<file path="src/rtl/xs3_serial_adder_if.sv">
// rtl/xs3_serial_adder_if.sv - digit-pair input stream and sum-digit output stream of the Excess-3 serial adder
interface xs3_serial_adder_if #(
    parameter int IDX_W = 4
);
    logic             in_valid;
    logic             in_ready;
    logic [3:0]       in_a;
    logic [3:0]       in_b;
    logic             in_last;
    logic             out_valid;
    logic             out_ready;
    logic [3:0]       out_digit;
    logic [IDX_W-1:0] out_idx;
    logic             out_last;
    logic             out_carry;
    logic             out_err;

    modport master (
        output in_valid, in_a, in_b, in_last, out_ready,
        input  in_ready, out_valid, out_digit, out_idx, out_last, out_carry, out_err
    );

    modport slave (
        input  in_valid, in_a, in_b, in_last, out_ready,
        output in_ready, out_valid, out_digit, out_idx, out_last, out_carry, out_err
    );
endinterface

</file>
<file path="src/rtl/xs3_serial_adder.sv">
// rtl/xs3_serial_adder.sv - digit-serial Excess-3 adder, LSD first, carry rippling across beats
module xs3_serial_adder #(
    parameter int MAX_DIGITS = 16,
    parameter int IDX_W      = 4
) (
    input  logic              clk,
    input  logic              rst,
    xs3_serial_adder_if.slave bus
);
    localparam logic [IDX_W-1:0] LAST_IDX = IDX_W'(MAX_DIGITS - 1);

    function automatic logic invalid_xs3(input logic [3:0] d);
        return (d < 4'd3) || (d > 4'd12);
    endfunction

    logic             carry_q;
    logic [IDX_W-1:0] count_q;
    logic             err_acc_q;

    logic             out_valid_q;
    logic [3:0]       out_digit_q;
    logic [IDX_W-1:0] out_idx_q;
    logic             out_last_q;
    logic             out_carry_q;
    logic             out_err_q;

    logic             in_ready;
    logic             xfer;
    logic [4:0]       sum;
    logic [3:0]       digit_nxt;
    logic             err_nxt;
    logic             term;

    assign in_ready = ~out_valid_q | bus.out_ready;
    assign xfer     = bus.in_valid & in_ready;

    // Sum of two XS3 digits carries an excess of 6; a binary carry out means a decimal carry.
    always_comb begin
        sum       = {1'b0, bus.in_a} + {1'b0, bus.in_b} + {4'b0000, carry_q};
        digit_nxt = sum[4] ? (sum[3:0] + 4'd3) : (sum[3:0] - 4'd3);
        err_nxt   = err_acc_q | invalid_xs3(bus.in_a) | invalid_xs3(bus.in_b);
        term      = bus.in_last | (count_q == LAST_IDX);
    end

    always_ff @(posedge clk) begin
        if (rst) begin
            carry_q     <= 1'b0;
            count_q     <= '0;
            err_acc_q   <= 1'b0;
            out_valid_q <= 1'b0;
            out_digit_q <= 4'd3;
            out_idx_q   <= '0;
            out_last_q  <= 1'b0;
            out_carry_q <= 1'b0;
            out_err_q   <= 1'b0;
        end else if (xfer) begin
            out_valid_q <= 1'b1;
            out_digit_q <= digit_nxt;
            out_idx_q   <= count_q;
            out_err_q   <= err_nxt;
            out_last_q  <= term;
            out_carry_q <= term & sum[4];
            // A terminating beat clears the running state so the next beat is a fresh LSD.
            carry_q     <= term ? 1'b0 : sum[4];
            count_q     <= term ? '0 : count_q + 1'b1;
            err_acc_q   <= term ? 1'b0 : err_nxt;
        end else if (bus.out_ready) begin
            out_valid_q <= 1'b0;
        end
    end

    assign bus.in_ready  = in_ready;
    assign bus.out_valid = out_valid_q;
    assign bus.out_digit = out_digit_q;
    assign bus.out_idx   = out_idx_q;
    assign bus.out_last  = out_last_q;
    assign bus.out_carry = out_carry_q;
    assign bus.out_err   = out_err_q;
endmodule

</file>
<file path="src/flat_wrapper.sv">
// flat-port wrapper written by rule: the top's interface ports become plain ports
module xs3_serial_adder_flat 
#(
    parameter int MAX_DIGITS = 16,
    parameter int IDX_W      = 4
)
  (clk, rst, bus_in_valid, bus_in_a, bus_in_b, bus_in_last, bus_out_ready, bus_in_ready, bus_out_valid, bus_out_digit, bus_out_idx, bus_out_last, bus_out_carry, bus_out_err);
  xs3_serial_adder_if #(.IDX_W(IDX_W)) bus_i ();
  input  logic clk;
  input  logic rst;
  input wire logic [$bits(bus_i.in_valid)-1:0] bus_in_valid;
  input wire logic [$bits(bus_i.in_a)-1:0] bus_in_a;
  input wire logic [$bits(bus_i.in_b)-1:0] bus_in_b;
  input wire logic [$bits(bus_i.in_last)-1:0] bus_in_last;
  input wire logic [$bits(bus_i.out_ready)-1:0] bus_out_ready;
  output wire logic [$bits(bus_i.in_ready)-1:0] bus_in_ready;
  output wire logic [$bits(bus_i.out_valid)-1:0] bus_out_valid;
  output wire logic [$bits(bus_i.out_digit)-1:0] bus_out_digit;
  output wire logic [$bits(bus_i.out_idx)-1:0] bus_out_idx;
  output wire logic [$bits(bus_i.out_last)-1:0] bus_out_last;
  output wire logic [$bits(bus_i.out_carry)-1:0] bus_out_carry;
  output wire logic [$bits(bus_i.out_err)-1:0] bus_out_err;
  assign bus_i.in_valid = bus_in_valid;
  assign bus_i.in_a = bus_in_a;
  assign bus_i.in_b = bus_in_b;
  assign bus_i.in_last = bus_in_last;
  assign bus_i.out_ready = bus_out_ready;
  assign bus_in_ready = bus_i.in_ready;
  assign bus_out_valid = bus_i.out_valid;
  assign bus_out_digit = bus_i.out_digit;
  assign bus_out_idx = bus_i.out_idx;
  assign bus_out_last = bus_i.out_last;
  assign bus_out_carry = bus_i.out_carry;
  assign bus_out_err = bus_i.out_err;
  xs3_serial_adder #(.MAX_DIGITS(MAX_DIGITS), .IDX_W(IDX_W)) u_core (.clk(clk), .rst(rst), .bus(bus_i));
endmodule
</file>
<file path="config.mk">
export PLATFORM = sky130hd
export DESIGN_NAME = xs3_serial_adder_flat
export DESIGN_NICKNAME = d
export VERILOG_FILES = /design/src/rtl/xs3_serial_adder_if.sv /design/src/rtl/xs3_serial_adder.sv /design/src/flat_wrapper.sv
export SDC_FILE = /design/constraint.sdc
export NUM_CORES = 1
export LEC_CHECK = 0
export CAP_MARGIN = 20
export CORE_MARGIN = 1.5
export CORE_UTILIZATION = 51
export CTS_BUF_LIST = sky130_fd_sc_hd__clkbuf_8 sky130_fd_sc_hd__clkbuf_16
export CTS_CLUSTER_DIAMETER = 50
export DETAILED_ROUTE_END_ITERATION = 10
export PLACE_DENSITY = 0.83
export SLEW_MARGIN = 0
export SYNTH_ARGS = -nofsm -noshare
export SYNTH_HDL_FRONTEND = slang
export SYNTH_SLANG_ARGS = --single-unit
export TNS_END_PERCENT = 5
</file>
<file path="constraint.sdc">
create_clock -name clk -period 3.7 [get_ports clk]
set_input_delay 0.37 -clock clk [delete_from_list [all_inputs] [get_ports clk]]
set_output_delay 0.37 -clock clk [all_outputs]
set_load 0.01 [all_outputs]
</file>
After elaboration in Yosys (flattened, before gate mapping):

Cells that the tools add are included.
W data, S select, Z words.

* bitwise operators: 7
* mux-type cells: 6
* divide/modulo/power cells: 0
* reduce and logical (&&, ||, !) cells: 3
* add/subtract/negate cells: 5
* shift-type cells: 0
* order comparisons: 4
* eq/ne operators: 1
* multiply operators: 0

Operators with widths (count)
* $gt A4 B4 Y1 const B: 2
* $lt A4 B2 Y1 const B: 2
* $mux W4: 2
* $add A4 B4 Y5: 1
* $add A5 B1 Y5: 1
* $add A4 B1 Y4 const B: 1
* $add A4 B2 Y4 const B: 1
* $eq A4 B4 Y1 const B: 1
* $mux W1: 4
* $or A1 B1 Y1: 4
* $sub A4 B2 Y4 const B: 1
* $and A1 B1 Y1: 2
* $logic_or A1 B1 Y1: 2
* $reduce_bool A2 Y1: 1
* $not A1 Y1: 1

* memories kept: 0
* bits in read-only memories: 0
* word-level logic and storage cells: 35
* bits in latches: 0
* flip-flop bits (word level): 18
* bits in writable memories: 0

Longest topological paths before layout:

* depth after elaboration: 5
* gate-level depth with buffers: 11
* mapped depth without buffers: 11

Worst setup path before layout:

OpenSTA, ideal clock, no wires.

* path type: input -> register
* start point: in bus_in_b[0]
* end point: reg u_core.out_digit_q[3], in the netlist u_core.bus.out_digit[3]
* stages on the path: 11
* arrival: 2.308 ns
* path slack: 1.262 ns
* setup time: 0.131 ns
* buffers on the path: 0
* cells stage by stage: fa_1 -> inv_1 -> fa_1 -> inv_1 -> a21oi_1 -> o21bai_1 -> ha_1 -> a21o_1 -> a21oi_1 -> and4_2 -> nor4_2

* word-level cells in the longest chain between the ends: 4
* elaborated cells on any way between the ends: 5
* those cells by class: add/sub (4); mux (1)

RTL lines
* from (decl): line flat_wrapper.sv:13 `input wire logic [$bits(bus_i.in_b)-1:0] bus_in_b;`
* $add A4 B4 Y5 *: line xs3_serial_adder.sv:39 `sum = {1'b0, bus.in_a} + {1'b0, bus.in_b} + {4'b0000, carry_q};`
* $add A5 B1 Y5 *: line xs3_serial_adder.sv:39
* $sub A4 B2 Y4 or $add A4 B2 Y4 (tied branches): line xs3_serial_adder.sv:40 `digit_nxt = sum[4] ? (sum[3:0] + 4'd3) : (sum[3:0] - 4'd3);`
* $mux W4 *: line xs3_serial_adder.sv:40
* to (signal assigned): line xs3_serial_adder.sv:58 `out_digit_q <= digit_nxt;`
* to (decl): line xs3_serial_adder.sv:21 `logic [3:0] out_digit_q;`

Mark *: on every way between the ends. The rest lies on a longest branch, timed or not.
A chain may end at the register's enable or synchronous reset.

Worst setup path after layout:

Ends and elaborated chain as after synthesis.

==> impl_metrics.tcl <==
set metrics [dict create \
    outcome "finished clean" \
    core_area_sq_mm 0.00178 \
    overflow 0 \
    start_util_pct 55.9 \
    critPathMaxStageDelay_ns 0.54 \
    drt_iter0_markers 24 \
    clk_path_buf_depth 2 \
    min_to "u_core.bus.out_idx[3]" \
    worst_path_max_delay_cell "clkdlybuf4s50_1" \
    rsz0062_at_grt "no" \
    drive_above_1_share_pct 6.34 \
    crit_chain "clkdlybuf4s50_1, fa_1, inv_1, fa_1, inv_1, a21oi_1, o21bai_1, ha_1, a21o_1, a21oi_1, and4_2, nor4_2" \
    path_delay_family "adder cells" \
    holdBufCountCts 0 \
    clock-sinks 18 \
    p_per_area_mw_per_mm2 382 \
    fill_cells 144 \
    grt_pass1_vias 769 \
    min_from "u_core.bus.out_idx[3]" \
    routed_via_density 5.37 \
    critPathBufInv 3 \
    avgSynthCellArea_sq_um 8.45 \
    clockRootBuffer "clkbuf_8" \
    crit_arrival_ns 3.11 \
    fin_crit_ns 2.99 \
    irDropWorstVdd_uv 337 \
    first_pass_iters 4 \
    cts_resized 0 \
    insertion_delay_ns 0.25 \
    top_layer "met4" \
    antenna_left 0 \
    worst-r2r-cell-count 11 \
    ys_seq_area_share_pct 36.1 \
    cts.clk_slew.worst_paths_ns 0.07 \
    ys_ff_latch 18 \
    fmax_mhz 334 \
    critical_path_required_ns 3.82 \
    wl_met2_microns 930 \
    antenna_found_initial 0 \
    setup_violations 0 \
    num_vias 897 \
    r2r_setup_slack_ns 1.04 \
    final_common_cell "clkdlybuf4s50_1" \
    yosys.cell_types.count 36 \
    dpl_cell_area_sq_mm 0.00126 \
    ios 26 \
    crit_fanout 5 \
    dieHeight_microns 47.2 \
    syn_nets 140 \
    cp-start-kind "input port" \
    numCtsBuffers 3 \
    critical_path_class "in2reg" \
    die_area_sq_mm 0.00223 \
    cts_tree "done" \
    dieWidth_microns 47.2 \
    slew_headroom_pct 48.8 \
    skew_ns 0.00126 \
    final_cell_area_sq_mm 0.00131 \
    area_growth_pct 31.6 \
    end_kind "flop" \
    layout.nets 165 \
    syn_inst 118 \
    wl_met3_microns 88 \
    p_leak_nw 0.542 \
    ys.warnings.count 0 \
    grt_pass1_wl_mm 3.35 \
    diodes 0 \
    port_buffers 25 \
    power_w 0.000502 \
    met1_length_mm 1.01 \
    r2r_end "u_core.bus.out_digit[3]" \
    wl_mm 2.04 \
    drc 0 \
    min_period_over_period_pct 80.8 \
    synth_area_sq_um 997 \
    whs_path_depth 2 \
    place_congestion 0.873 \
    drv_cap 0 \
    cts_setup_buffers 0 \
    setup_tns_ns 0 \
    h-tree-depth 1 \
    maxSlewViolCount 0 \
    grt_start_max_net_pins 19 \
    final_cell_mix "clkdlybuf4s50_1 (25), dfxtp_1 (18), nand2_1 (17), nor2_1 (13), a21oi_1 (10)" \
    reg2reg_from "u_core.carry_q" \
    finalHoldViolCount 0 \
    track_usage_pct 21.4 \
    wl_per_cell_microns 12.2 \
    hpwl_mm 1.49 \
    hp-class "reg2reg" \
    final_util_pct 73.6 \
    placementRows 15 \
    max_slew.worst_pin.slew_ns 0.767 \
]
[worst min-delay path: cells and delay by family, from the launching register on]
kind             cells  cell delay, ns
AO/OA/AOI/OAI        1            0.05
flip-flops           1            0.31
AND/OR/NAND/NOR      1            0.05
[cell usage after synthesis]
cell / n / area, sq um
clkbuf_1: 3 / 11.3
a211oi_1: 3 / 22.5
nor4_1: 1 / 6.26
nor3_1: 2 / 10.0
o21bai_1: 1 / 7.51
nor4_2: 1 / 12.5
a211o_1: 3 / 26.3
nand3_1: 2 / 10.0
o21ai_0: 2 / 10.0
o31ai_1: 1 / 7.51
ha_1: 6 / 75.1
xnor2_1: 2 / 17.5
a21oi_1: 10 / 50.1
a22oi_1: 1 / 7.51
and4_2: 1 / 10.0
xor2_1: 1 / 8.76
and3b_1: 1 / 8.76
dfxtp_1: 18 / 360
nor2_1: 13 / 48.8
a32oi_1: 1 / 8.76
nand3b_1: 1 / 7.51
o211ai_1: 2 / 15.0
o2111ai_1: 1 / 8.76
nand2_1: 17 / 63.8
a21o_2: 1 / 8.76
a31o_2: 1 / 8.76
nor2b_1: 1 / 6.26
mux2i_1: 1 / 10.0
inv_1: 9 / 33.8
a21o_1: 2 / 15.0
a2bb2oi_1: 1 / 8.76
buf_2: 2 / 10.0
nand2b_2: 1 / 8.76
fa_1: 3 / 60.1
a31oi_1: 1 / 6.26
and2_0: 1 / 6.26
[flip-flops by register name (all words and copies together) (netlist names)]
register,flops
u_core.carry_q,1
u_core.bus.out_idx,4
u_core.bus.out_last,1
u_core.bus.out_carry,1
u_core.bus.out_digit,4
u_core.bus.out_err,1
u_core.count_q,4
u_core.err_acc_q,1
u_core.bus.out_valid,1
[area by class of cell]
class / instances / area, sq um / area share (%)
well taps: 25 / 31.3 / 2.38
flip-flops and latches: 18 / 360 / 27.5
inverters: 9 / 33.8 / 2.57
clock buffers: 4 / 55.1 / 4.19
multi-input cells: 86 / 582 / 44.3
repair buffers: 25 / 250 / 19.1
[kinds of logic after synthesis]
family / after synthesis / synth area share [%]
XOR/XNOR: 3 / 2.64
AND/OR/NAND/NOR: 42 / 20.0
adder cells (fa/ha/maj): 9 / 13.6
buffers and inverters: 14 / 5.52
AO/OA/AOI/OAI: 31 / 21.2
multiplexers: 1 / 1.00
flip-flops: 18 / 36.1
[per-layer routing]
layer / track usage, % / up-vias
met3: 5.77 / 2
met2: 33.2 / 26
li1: - / 456
met4: 6.67 / 0
met1: 28.7 / 413
met5: 0 / -
[report_power, final]
group          leakage (nW)  switching (W)  internal (W)  total [W]
Clock                0.0288      0.0000655     0.0000946   0.000160
Combinational         0.365      0.0000646     0.0000659   0.000131
Sequential            0.147     0.00000604      0.000205   0.000211
Total                 0.542       0.000136      0.000365   0.000502
[worst max-delay path by stage]
| stage | startpoint | endpoint | slack (ns) | cells after the start |
|---|---|---|---|---|
| 2_1_floorplan | bus_in_b[0] | u_core.bus.out_digit[3] | 1.26 | 11 |
| 3_3_place_gp | bus_in_b[0] | u_core.bus.out_digit[3] | 0.56 | 12 |
| 3_5_place_dp | bus_in_b[0] | u_core.bus.out_digit[3] | 0.45 | 12 |
| 4_1_cts | bus_in_b[0] | u_core.bus.out_digit[3] | 0.72 | 12 |
| 5_1_grt | bus_in_a[0] | u_core.bus.out_digit[3] | 0.47 | 12 |
| 6_report | bus_in_b[0] | u_core.bus.out_digit[3] | 0.71 | 12 |
[through the flow]
| step | cells | setup slack, ns | hold WS [ns] |
|---|---|---|---|
| after detailed placement | 163 | 0.451 | 0.447 |
| final | 167 | 0.709 | 0.453 |
| after floorplan | 118 | 1.26 | 0.445 |
| after CTS | 167 | 0.717 | 0.456 |
| after global routing | 167 | 0.473 | 0.480 |
| after global placement | 163 | 0.558 | 0.440 |
Note: power is estimated with default switching activity, not from simulation.
